### src/rtl/bcd_disp_pkg.sv
// Shared types and 7-segment patterns for the multiplexed BCD display path.
// Segment patterns are active-high, bit order g..a.
package bcd_disp_pkg;

    localparam int NUM_DIG = 3;

    typedef logic [1:0] dig_idx_t;

    localparam logic [6:0] SEG_0     = 7'h3F;
    localparam logic [6:0] SEG_1     = 7'h06;
    localparam logic [6:0] SEG_2     = 7'h5B;
    localparam logic [6:0] SEG_3     = 7'h4F;
    localparam logic [6:0] SEG_4     = 7'h66;
    localparam logic [6:0] SEG_5     = 7'h6D;
    localparam logic [6:0] SEG_6     = 7'h7D;
    localparam logic [6:0] SEG_7     = 7'h07;
    localparam logic [6:0] SEG_8     = 7'h7F;
    localparam logic [6:0] SEG_9     = 7'h6F;
    localparam logic [6:0] SEG_DASH  = 7'h40;
    localparam logic [6:0] SEG_BLANK = 7'h00;

endpackage

### src/rtl/seg7_enc.sv
// Combinational BCD nibble to active-high 7-segment pattern (g..a).
// Non-BCD nibbles render as a dash so corrupted input is visible.
module seg7_enc
    import bcd_disp_pkg::*;
(
    input  logic [3:0] nib,
    output logic [6:0] seg
);

    always_comb begin
        seg = SEG_DASH;
        case (nib)
            4'd0: seg = SEG_0;
            4'd1: seg = SEG_1;
            4'd2: seg = SEG_2;
            4'd3: seg = SEG_3;
            4'd4: seg = SEG_4;
            4'd5: seg = SEG_5;
            4'd6: seg = SEG_6;
            4'd7: seg = SEG_7;
            4'd8: seg = SEG_8;
            4'd9: seg = SEG_9;
            default: seg = SEG_DASH;
        endcase
    end

endmodule

### src/rtl/bcd_seg7_scan.sv
// 3-digit multiplexed 7-segment scanner with anti-ghost blank gap,
// leading-zero blanking and frame-aligned (tear-free) value update.
module bcd_seg7_scan
    import bcd_disp_pkg::*;
#(
    parameter int unsigned SCAN_DIV    = 50000,
    parameter int unsigned BLANK_CYC   = 500,
    parameter bit          SEG_ACT_LOW = 1'b1,
    parameter bit          DIG_ACT_LOW = 1'b1
) (
    input  logic               clk,
    input  logic               rst_n,
    input  logic [11:0]        bcd_in,
    input  logic               bcd_vld,
    input  logic               lz_en,
    input  logic [NUM_DIG-1:0] dp_in,
    output logic [7:0]         seg_out,
    output logic [NUM_DIG-1:0] dig_out,
    output logic               frame_done
);

    localparam int CNT_W = (SCAN_DIV > 1) ? $clog2(SCAN_DIV) : 1;
    localparam logic [CNT_W-1:0] CNT_LAST = CNT_W'(SCAN_DIV - 1);
    localparam dig_idx_t         DIG_LAST = dig_idx_t'(NUM_DIG - 1);

    logic [CNT_W-1:0]   cnt;
    dig_idx_t           idx;
    logic [11:0]        disp;
    logic [11:0]        pend;
    logic               pend_flag;

    logic               cnt_wrap;
    logic               frame_wrap;
    logic               blank_slot;
    logic               digit_blank;
    logic [3:0]         nib;
    logic [6:0]         seg_pat;
    logic [7:0]         seg_nxt;
    logic [NUM_DIG-1:0] dig_nxt;

    logic [7:0]         seg_p1;
    logic [NUM_DIG-1:0] dig_p1;

    function automatic logic [7:0] seg_pol(input logic [7:0] s);
        return SEG_ACT_LOW ? ~s : s;
    endfunction

    function automatic logic [NUM_DIG-1:0] dig_pol(input logic [NUM_DIG-1:0] d);
        return DIG_ACT_LOW ? ~d : d;
    endfunction

    assign cnt_wrap   = (cnt == CNT_LAST);
    assign frame_wrap = cnt_wrap && (idx == DIG_LAST);
    assign blank_slot = (32'(cnt) < BLANK_CYC);

    // Scan counters; disp only changes on the frame wrap so a frame never mixes two values.
    always_ff @(posedge clk) begin
        if (!rst_n) begin
            cnt        <= '0;
            idx        <= '0;
            disp       <= '0;
            pend       <= '0;
            pend_flag  <= 1'b0;
            frame_done <= 1'b0;
        end else begin
            frame_done <= 1'b0;
            if (cnt_wrap) begin
                cnt <= '0;
                if (idx == DIG_LAST) begin
                    idx        <= '0;
                    frame_done <= 1'b1;
                    if (pend_flag) begin
                        disp      <= pend;
                        pend_flag <= 1'b0;
                    end
                end else begin
                    idx <= idx + 2'd1;
                end
            end else begin
                cnt <= cnt + 1'b1;
            end
            // A strobe on the wrap cycle must stay pending, so it overrides the clear above.
            if (bcd_vld) begin
                pend      <= bcd_in;
                pend_flag <= 1'b1;
            end
        end
    end

    always_comb begin
        nib = disp[3:0];
        case (idx)
            2'd0:    nib = disp[3:0];
            2'd1:    nib = disp[7:4];
            default: nib = disp[11:8];
        endcase
    end

    seg7_enc u_enc (
        .nib (nib),
        .seg (seg_pat)
    );

    always_comb begin
        digit_blank = 1'b0;
        seg_nxt     = 8'h00;
        dig_nxt     = '0;
        if (lz_en) begin
            if (idx == 2'd2)
                digit_blank = (disp[11:8] == 4'd0);
            else if (idx == 2'd1)
                digit_blank = (disp[11:8] == 4'd0) && (disp[7:4] == 4'd0);
        end
        if (!blank_slot) begin
            seg_nxt = {dp_in[idx], digit_blank ? SEG_BLANK : seg_pat};
            dig_nxt = {{(NUM_DIG-1){1'b0}}, 1'b1} << idx;
        end
    end

    // ---- output stage (p1): active-high registered, polarity applied after ----
    always_ff @(posedge clk) begin
        if (!rst_n) begin
            seg_p1 <= 8'h00;
            dig_p1 <= '0;
        end else begin
            seg_p1 <= seg_nxt;
            dig_p1 <= dig_nxt;
        end
    end

    assign seg_out = seg_pol(seg_p1);
    assign dig_out = dig_pol(dig_p1);

endmodule

### config.mk
export PLATFORM = sky130hd
export DESIGN_NAME = bcd_seg7_scan
export DESIGN_NICKNAME = d
export VERILOG_FILES = /design/src/rtl/bcd_disp_pkg.sv /design/src/rtl/seg7_enc.sv /design/src/rtl/bcd_seg7_scan.sv
export SDC_FILE = /design/constraint.sdc
export NUM_CORES = 1
export LEC_CHECK = 0
export BUFFER_PORTS_ARGS = -buffer_cell sky130_fd_sc_hd__buf_2
export CAP_MARGIN = 20
export CORE_UTILIZATION = 50
export CTS_CLUSTER_SIZE = 10
export DETAILED_ROUTE_END_ITERATION = 8
export GPL_ROUTABILITY_DRIVEN = 0
export PLACE_DENSITY = 0.7
export SETUP_SLACK_MARGIN = 0.05
export SKIP_LAST_GASP = 1
export SYNTH_ARGS = -nofsm -noshare
export SYNTH_HDL_FRONTEND = slang
export SYNTH_SLANG_ARGS = --single-unit
### constraint.sdc
create_clock -name clk -period 4.89 [get_ports clk]
set_input_delay 0.978 -clock clk [delete_from_list [all_inputs] [get_ports clk]]
set_output_delay 0.978 -clock clk [all_outputs]
set_load 0.02 [all_outputs]
==> metrics.md, run 1 <==
| Metric | Value |
|---|---|
| Status | `complete, no violations` |
| Cts hold-fix bufs | `0` |
| Hold_sp | `cnt[0]` |
| Clock share of power | `0.352` |
| Area delta synth->final | `11.77%` |
| Starting DRT DRC Count | `136` |
| Mean post-synth cell area | `~9.2 um^2` |
| Max-cap violations | `0` |
| Total gr overflow | `0` |
| DRC | `0` |
| Fin. Hold Viols | `0` |
| Inst Count DP | `~350` |
| Synth Cell Area | `about 2500 um^2` |
| Total setup buffers inserted after CTS | `0` |
| RR Startpoint | `cnt[0]` |
| Detail-routed via count per cell | `a little over 5` |
| Comb pwr share | `0.041` |
| Die width | `72.37 um` |
| # setup viols final | `0` |
| Fin Setup TNS | `0 ns` |
| Final Skew | `0.003858 ns` |
| Largest net degree at the start of global routing | `35` |
| Final Net Count | `about 320` |
| Critical Path RT | `a little over 5 ns` |
| Syn Nets | `roughly 300` |
| Multi-input logic area | `between 1000 and 1500 um^2` |
| Max Root-Sink Buffers | `2` |
| Critical path capture point type | `flip-flop` |
| Layout Utilization | `0.5821` |
| Cts bufs inserted | `5` |
| Switch share | `0.2093` |
| CP Class | `reg2reg` |
| Initial Util | `0.5208` |
| Yosys warns | `0` |
| Leak | `roughly 1.1 nW` |
| Primary FF master, synth | `dfxtp_1` |
| Worst VDD drop | `between 0.0001 and 0.00015 V` |
| Root buf cell | `clkbuf_8` |
| Post-synthesis sequential area ratio | `0.4447` |
| Final std cells w/o fill | `360` |
| Max Transition Viols Final | `0` |
| Ports | `31` |
| CTS tree | `built` |
| Seq cells post-synth | `55` |
| Register share of total power | `0.607` |
| I/O Buffers | `30` |
| First-pass GRT wire length | `7776 um` |
| Clk slew on worst S/H paths | `about 0.09 ns` |
| Worst-Skew Late Latency | `0.30 ns` |
| Pre-Repair DR Iteration Count | `4` |
| Dpl cell area | `between 2000 and 3000 um^2` |
| Max_slew headroom | `0.5615` |
| Max FO, Critical Path | `17` |
| Final critical-path share of the clock period | `0.4858` |
| Share of layout cells above drive strength 1 | `0.1570` |
| Post-synth EDFFs | `0` |
| Min-Delay Path Class | `reg2reg` |
| Pint | `~0.60 mW` |
| Worst-margin pin slew | `0.6395 ns` |
| Die Area | `around 5200 um^2` |
| Vias in the first global route | `approximately 1700` |
| DIE HEIGHT | `between 70 and 80 um` |
| Core ar. | `4755 um^2` |
| WL final | `between 4000 and 5000 um` |
| Data arrival, critical path | `~2.6 ns` |
| Async S/R FF share, synth | `0` |
| Avg WL per Cell | `between 10 and 15 um` |
| Final Critical Period | `between 2 and 2.5 ns` |
| Cell Rows | `25` |
| Switching power | `0.1594 mW` |
| H-tree Lvls | `2` |
| Antenna diodes | `0` |
| PD cells | `275.3 nW/um^2` |
| Initial antenna violation count | `0` |
| Post_cts resized | `0` |
| Worst Setup Start Kind | `flip-flop` |
| RSZ-0062 raised after global routing | `no` |
| Gr usage total | `0.1883` |
| Final Instance Area | `2768 um^2` |
| Fill cells | `462` |
| Hpwl dp | `just over 3000 um` |
| Count of antenna-violating nets left after detailed routing | `0` |
| Setup crit start | `cnt[0]` |
| Clock sinks | `55` |
| Synth unique cells | `36` |
| FMAX | `420.9 MHz` |
| Syn Inst Count | `around 270` |
| Vias | `1870` |
| Register area | `approximately 1100 um^2` |
-- state kept, by name, indices dropped and copies added, names as in the netlist --
signal and flops:
idx 2, dig_p1 3, pend_flag 1, frame_done 1, disp 12, seg_p1 8, cnt 16, pend 12
-- kinds of logic (layout without fill, tap and decap cells) --
family,after synthesis,count (layout),share of synthesized area
AO/OA/AOI/OAI,47,47,0.1238
XOR/XNOR,13,13,0.04598
adder cells (fa/ha/maj),8,8,0.04043
buffers and inverters,30,55,0.04699
flip-flops,55,55,0.4447
multiplexers,23,23,0.09600
AND/OR/NAND/NOR,92,92,0.2021
-- cells in the final DEF, fill, tap and decap left out, drive strengths merged --
master / count
nand3: 16
and4: 4
a21boi: 15
mux2: 6
nand2b: 2
or3: 4
a211oi: 3
mux2i: 17
and3: 4
clkbuf: 9
nand2: 11
xor2: 7
nand4: 6
dfxtp: 55
inv: 16
nor2: 18
a311oi: 2
nand3b: 1
nor4b: 1
and2: 2
o211ai: 3
or4: 2
buf: 30
nor3: 2
nor2b: 14
nor4: 5
ha: 8
o21ai: 14
a211o: 1
a21oi: 6
xnor2: 6
o21a: 3
-- synthesized netlist by cell type (all sizes together), types with 4 or more instances --
master / count / area share
a21boi: 15 / 0.045
dfxtp: 55 / 0.44
clkbuf: 10 / 0.016
and3: 4 / 0.010
nor2: 18 / 0.027
inv: 16 / 0.024
o21ai: 14 / 0.028
ha: 8 / 0.040
or3: 4 / 0.010
nor4: 5 / 0.013
a21oi: 6 / 0.012
xnor2: 6 / 0.021
buf: 4 / 0.0071
nand3: 16 / 0.032
mux2i: 17 / 0.069
nand2: 11 / 0.017
nand4: 6 / 0.015
nor2b: 14 / 0.035
mux2: 6 / 0.027
xor2: 7 / 0.025
and4: 4 / 0.014
-- power by group through the flow --
stage	logic [mW]	registers [mW]	clock network [mW]
finish	0.0310	0.462	0.268
global route	0.0346	0.464	0.292
CTS	0.0314	0.462	0.278
detailed placement	0.0313	0.472	0
global placement	0.0306	0.472	0
floorplan	0.0214	0.470	0
-- layout make-up --
class                   count  area share
repair buffers             31     0.05696
multi-input cells         183      0.4571
flip-flops and latches     55      0.3978
clock buffers               8     0.03617
inverters                  16     0.02170
well taps                  67     0.03029
-- through the flow --
stage	total power, mW	worst slack (ns)	hold WS (ns)
floorplan	0.4919	2.732	0.4261
global placement	0.5025	2.581	0.4362
detailed placement	0.5037	2.494	0.4497
CTS	0.7716	2.453	0.4871
global route	0.7904	2.257	0.5087
finish	0.7618	2.514	0.4767
-- final timing paths --
path                   to  slack, ns  cells past startpoint
setup / recovery  cnt[11]       2.51                      5
hold / removal     cnt[0]       0.48                      1
setup reg to reg  cnt[11]       2.51                      5
hold reg to reg    cnt[0]       0.48                      1
-- worst max-delay path, stage by stage, from the launching register on --
cell and delay [ns]:
dfxtp_1 0.39, ha_1 0.22, nand4_1 0.23, or4_1 0.83, nand2_1 0.48, nor2_1 0.10
-- routing by layer --
layer | vias up | wire length [um] | global-route usage
li1 | 981 | - | -
met1 | 845 | 2395 | 0.2755
met2 | 37 | 1868 | 0.2752
met3 | 7 | 181 | 0.04583
met4 | 0 | 57 | 0.05229
met5 | - | 0 | 0
Power figures use the tool's default switching activity.
==> run 2: changes to the inputs <==
- ABC_AREA: unset -> 1
- clock period: 4.89 -> 2.3 ns (I/O delays scaled with it)
==> run 2 against run 1 <==
Compared with the run above:
- synthesized area grew 5.6%
- critical path type unchanged
- register-to-register slack got worse by 2.2 ns
- clock skew up 0.0018 ns
- clock-buffer cell count shrank 3
- setup slack got worse by 2.2 ns
- highest routed layer unchanged
- first-iteration DRC count decreased by 11%
==> metrics.md, run 2 <==
| Metric | Value |
|---|---|
| H-tree Lvls | `2` |
| Pint | `1.329 mW` |
| Min Hold Slack | `roughly 0.36 ns` |
| Final critical-path share of the clock period | `0.8559` |
| Max FO, Critical Path | `9` |
| Fin. Hold Viols | `0` |
| Clock share of power | `0.384` |
| Hpwl dp | `about 3600 um` |
| Comb pwr share | `0.037` |
| Final Net Count | `about 430` |
| Die width | `approximately 74 um` |
| Avg WL per Cell | `between 10 and 15 um` |
| CP Class | `reg2reg` |
| Total gr overflow | `0` |
| Critical Path RT | `roughly 2.5 ns` |
| CTS tree | `built` |
| Status | `complete, no violations` |
| Max FFs per register | `16` |
| RSZ-0062 raised after global routing | `no` |
| Slowest cell on crit path | `dfxtp_1` |
| Register with the most flip-flops | `cnt` |
| Max_slew headroom | `0.7242` |
| Fin Setup TNS | `0 ns` |
| Post_cts resized | `0` |
| Initial antenna violation count | `0` |
| Most frequent cell after synthesis | `nor2_1` |
| Seq cells post-synth | `55` |
| Core ar. | `4880 um^2` |
| Die Area | `about 5500 um^2` |
| Max incr delay on CP | `roughly 0.57 ns` |
| FMAX | `slightly above 500 MHz` |
| Final std cells w/o fill | `472` |
| Cell Rows | `25` |
| Min-Delay Path Class | `in2reg` |
| Mean post-synth cell area | `about 7.0 um^2` |
| Starting DRT DRC Count | `~120` |
| Pre-Repair DR Iteration Count | `4` |
| Worst Setup Start Kind | `flip-flop` |
| First-pass GRT wire length | `between 8000 and 9000 um` |
| Post-synth EDFFs | `0` |
| Worst-margin pin slew | `0.4133 ns` |
| Max-cap violations | `0` |
| DRC | `0` |
| Vias | `between 2000 and 2500` |
| WL final | `about 4900 um` |
| Cts bufs inserted | `5` |
| Gr usage total | `0.1975` |
| Worst VDD drop | `0.0003829 V` |
| Data arrival, critical path | `2.17 ns` |
| Vias in the first global route | `approximately 1900` |
| Cts hold-fix bufs | `0` |
| Post-synthesis sequential area ratio | `0.4211` |
| Top flop regs | `cnt: 16 flops, disp: 12 flops, pend: 12 flops` |
| Root buf cell | `clkbuf_8` |
| Detail-routed via count per cell | `around 4.6` |
| Final Skew | `0.005692 ns` |
| Primary FF master, synth | `dfxtp_1` |
| Switch share | `0.2183` |
| Switching power | `0.3710 mW` |
| Fill cells | `roughly 500` |
| DIE HEIGHT | `~74 um` |
| Layout Utilization | `0.5974` |
| Yosys warns | `0` |
| Count of antenna-violating nets left after detailed routing | `0` |
| Initial Util | `0.5359` |
| Most common cell after layout, fill and taps aside | `nor2_1` |
| Inst Count DP | `approximately 460` |
| Leak | `roughly 1.4 nW` |
| Synth top area cells | `dfxtp_1 (42%), nor2_1 (13%), nand2_1 (11%)` |
| Share of layout cells above drive strength 1 | `0.1407` |
| Ports | `31` |
| Final Instance Area | `between 2000 and 3000 um^2` |
| Area delta synth->final | `11.48%` |
| Largest net degree at the start of global routing | `26` |
| Synth Cell Area | `about 2600 um^2` |
| Synth top cells by count | `nor2_1 (91), nand2_1 (78), dfxtp_1 (55), inv_1 (53), o21ai_0 (17)` |
| Synth unique cells | `27` |
| Dpl cell area | `roughly 2800 um^2` |
| Critical path capture point type | `flip-flop` |
| Antenna diodes | `0` |
| Worst-Skew Late Latency | `0.31 ns` |
| Syn Nets | `about 400` |
| Commonest non-fill, non-tap cells in the layout | `nor2_1 (91), nand2_1 (78), dfxtp_1 (55)` |
| Most frequent CP cell | `inv_1` |
| Register share of total power | `0.579` |
| Async S/R FF share, synth | `0` |
| Max Root-Sink Buffers | `2` |
| Syn Inst Count | `~380` |
| Top cell type's share of synthesized area | `0.4211` |
| # setup viols final | `0` |
| Clk slew on worst S/H paths | `about 0.1 ns` |
| I/O Buffers | `30` |
| Final Critical Period | `1.969 ns` |
| Total setup buffers inserted after CTS | `0` |
| Worst path cell trace | `inv_1, nand2_1, nor2_1, nor2_1, inv_1, ha_1, inv_1, nand4_1, nand3_1, a21oi_1` |
| Area leader, netlist | `dfxtp_1` |
| PD cells | `583.1 nW/um^2` |
| Max Transition Viols Final | `0` |
| Clock sinks | `55` |
[run 2: final cells by class]
cell class                      count  area (um^2)  share of cell area
Inverter                           56        210.2             0.07210
Sequential cell                    55         1101              0.3777
Timing Repair Buffer               31        157.7             0.05408
Tap cell                           67        83.83             0.02876
Multi-Input combinational cell    255         1246              0.4275
Clock inverter                      3        47.55             0.01631
Clock buffer                        5        68.82             0.02361
[run 2: logic make-up after synthesis]
family          share of synthesized area
compound gates                    0.05885
xor+xnor                          0.02680
flops                              0.4211
buf+inv                            0.1024
fa+ha+maj                         0.03828
simple gates                       0.3526
[run 2: final timing paths]
check / slack [ns] / end / depth (start not counted) / from
max: 0.33 / seg_p1[4] / 10 / idx[1]
min: 0.36 / pend[7] / 3 / bcd_in[7]
max reg2reg: 0.33 / seg_p1[4] / 10 / idx[1]
min reg2reg: 0.49 / cnt[0] / 1 / cnt[0]
[run 2: metrics by stage]
step	power [mW]	setup slack, ns
2_1_floorplan	1.045	0.7421
3_3_place_gp	1.068	0.5160
3_5_place_dp	1.069	0.4133
4_1_cts	1.725	0.3802
5_1_grt	1.777	0.1397
6_report	1.700	0.3314
[run 2: power by group through the flow]
stage	Combinational [mW]	Sequential [mW]	Clock, mW
floorplan	0.0425	1.00	0
global placement	0.0632	1.00	0
detailed placement	0.0638	1.01	0
CTS	0.0644	0.984	0.677
global route	0.0746	0.987	0.716
finish	0.0632	0.983	0.653
[run 2: routing by layer]
layer,global-route usage,vias up,share of wire
li1,-,1197,-
met1,0.2787,918,0.52
met2,0.3061,44,0.42
met3,0.03252,8,0.041
met4,0.06918,0,0.015
met5,0,-,0
[run 2: critical path, delay by kind of cell (launching register included)]
kind	cells	cell delay (ns)
AO/OA/AOI/OAI	1	0.07
buffers and inverters	3	0.30
adder cells (fa/ha/maj)	1	0.23
AND/OR/NAND/NOR	5	0.70
flip-flops	1	0.57
==> run 3: changes to the inputs <==
- CELL_PAD_IN_SITES_DETAIL_PLACEMENT: unset -> 1
- CELL_PAD_IN_SITES_GLOBAL_PLACEMENT: unset -> 2
- CORE_UTILIZATION: 50 -> 32
- PLACE_DENSITY: 0.7 -> unset
- PLACE_DENSITY_LB_ADDON: unset -> 0.1
==> run 3 against run 2 <==
Compared with the run above:
- die area up 55%
- clock skew up 0.0058 ns
- sequential power about the same
- core utilization down 22 points
- critical path depth unchanged
- total power up 0.43%
- clock power up 0.8%
- global-route usage down 4.4 points
- register-to-register slack better by 0.06 ns
- first-iteration DRC count down 30%
- design area up 1.4%
- largest power group unchanged
==> metrics.md, run 3 (synthesized netlist as in run 2, its figures left out) <==
| Metric | Value |
|---|---|
| FMAX | `between 500 and 600 MHz` |
| Hold_sp | `bcd_in[9]` |
| Most common cell after layout, fill and taps aside | `nor2_1` |
| CP Class | `reg2reg` |
| DRC | `0` |
| Initial antenna violation count | `0` |
| Avg WL per Cell | `11.67 um` |
| Worst Setup Start Kind | `flip-flop` |
| Fin Setup TNS | `0 ns` |
| Max FFs per register | `16` |
| GR Layer Usage met3 | `0.02299` |
| GR peak layer | `met2` |
| Worst VDD drop | `around 0.00024 V` |
| Fin. Hold Viols | `0` |
| First-pass GRT wire length | `approximately 10000 um` |
| Max-cap violations | `0` |
| Worst-Skew Late Latency | `0.32 ns` |
| RR Startpoint | `idx[1]` |
| Die Area | `about 8500 um^2` |
| Max_slew headroom | `0.7117` |
| RSZ-0062 raised after global routing | `no` |
| Post_cts resized | `0` |
| Count of antenna-violating nets left after detailed routing | `0` |
| Slowest cell on crit path | `dfxtp_1` |
| Gr usage total | `0.1536` |
| Commonest non-fill, non-tap cells in the layout | `nor2_1 (91), nand2_1 (78), dfxtp_1 (55)` |
| Min-Delay Path Class | `in2reg` |
| Max Transition Viols Final | `0` |
| Top flop regs | `cnt: 16 flops, disp: 12 flops, pend: 12 flops` |
| Pre-Repair DR Iteration Count | `4` |
| Final Net Count | `431` |
| Total gr overflow | `0` |
| # setup viols final | `0` |
| Final critical-path share of the clock period | `0.8312` |
| CP top delay family | `simple AND/OR/NAND/NOR gates` |
| WL final | `5917 um` |
| Worst-margin pin slew | `around 0.43 ns` |
| Hpwl dp | `about 4400 um` |
| Share of layout cells above drive strength 1 | `0.1407` |
| Initial Util | `0.3349` |
| Vias in the first global route | `about 2300` |
| Data arrival, critical path | `between 2 and 2.5 ns` |
| Min Hold Slack | `about 0.35 ns` |
| CTS tree | `built` |
| Setup crit start | `idx[1]` |
| Max FO, Critical Path | `9` |
| Starting DRT DRC Count | `between 80 and 90` |
| PD cells | `~580 nW/um^2` |
| Detail-routed via count per cell | `between 4 and 5` |
| I/O Buffers | `30` |
| Most frequent CP cell | `inv_1` |
| Largest net degree at the start of global routing | `25` |
| Final Skew | `0.01145 ns` |
| Max Root-Sink Buffers | `2` |
| Critical Path RT | `between 2 and 3 ns` |
| Ports | `31` |
| Final Critical Period | `1.912 ns` |
| Worst path cell trace | `inv_1, nand2_1, nor2_1, nor2_1, inv_1, ha_1, inv_1, nand4_1, nand3_1, a21oi_1` |
| Total setup buffers inserted after CTS | `0` |
| Critical path capture point type | `flip-flop` |
| Clock sinks | `55` |
| Die width | `around 92 um` |
| Register with the most flip-flops | `cnt` |
| Cts bufs inserted | `5` |
| Root buf cell | `clkbuf_8` |
| Status | `complete, no violations` |
| Max incr delay on CP | `0.58 ns` |
| Core ar. | `7807 um^2` |
| Cts hold-fix bufs | `0` |
| Area delta synth->final | `13.01%` |
| Met1 Usage GRT | `0.2167` |
| Vias | `about 2200` |
| Leak | `1.367 nW` |
| CP bufs+invs | `3` |
| Cell Rows | `32` |
| Clk slew on worst S/H paths | `0.11 ns` |
| Antenna diodes | `0` |
| DIE HEIGHT | `about 90 um` |
| M2 GR Usage | `0.2364` |
| H-tree Lvls | `2` |
==> run 3: routing by layer <==
layer  wire length (um)  share of wire
met1               3193           0.54
met2               2454           0.41
met3                186          0.031
met4                 82          0.014
met5                  0              0
==> run 3: per-stage QoR <==
stage               setup slack (ns)  cell area, um^2  power [mW]  cells  utilization
finish                        0.3883             2955       1.707    507       0.3785
detailed placement            0.3934             2843       1.073    499       0.3641
floorplan                     0.7421             2615       1.045    375            -
global placement              0.4995             2843       1.071    499       0.3641
CTS                           0.3700             2955       1.741    507       0.3785
global route                  0.1997             2955       1.790    507       0.3785
==> run 3: cell type report <==
cell class,count,area [um^2]
clock buffer,5,68.82
clock inverter,3,43.79
fill,1023,4852
inverter,56,210.2
multi-input combinational,255,1246
sequential,55,1101
tap,102,127.6
timing repair buffer,31,157.7
==> run 3: worst register-to-register path, cell delays in order (launching register included) <==
cell	delay, ns
dfxtp_1	0.58
inv_1	0.08
nand2_1	0.14
nor2_1	0.06
nor2_1	0.30
inv_1	0.16
ha_1	0.22
inv_1	0.05
nand4_1	0.08
nand3_1	0.09
a21oi_1	0.06
==> run 3: power breakdown <==
group | total [mW] | switching [mW] | internal, mW
Sequential | 0.983 | 0.0112 | 0.972
Combinational | 0.0663 | 0.0396 | 0.0267
Clock | 0.658 | 0.333 | 0.325
==> run 3: worst paths after layout <==
check | endpoint | slack [ns] | depth (start not counted)
setup / recovery | seg_p1[4] | 0.39 | 10
hold / removal | pend[9] | 0.35 | 3
setup reg to reg | seg_p1[4] | 0.39 | 10
hold reg to reg | cnt[0] | 0.46 | 1
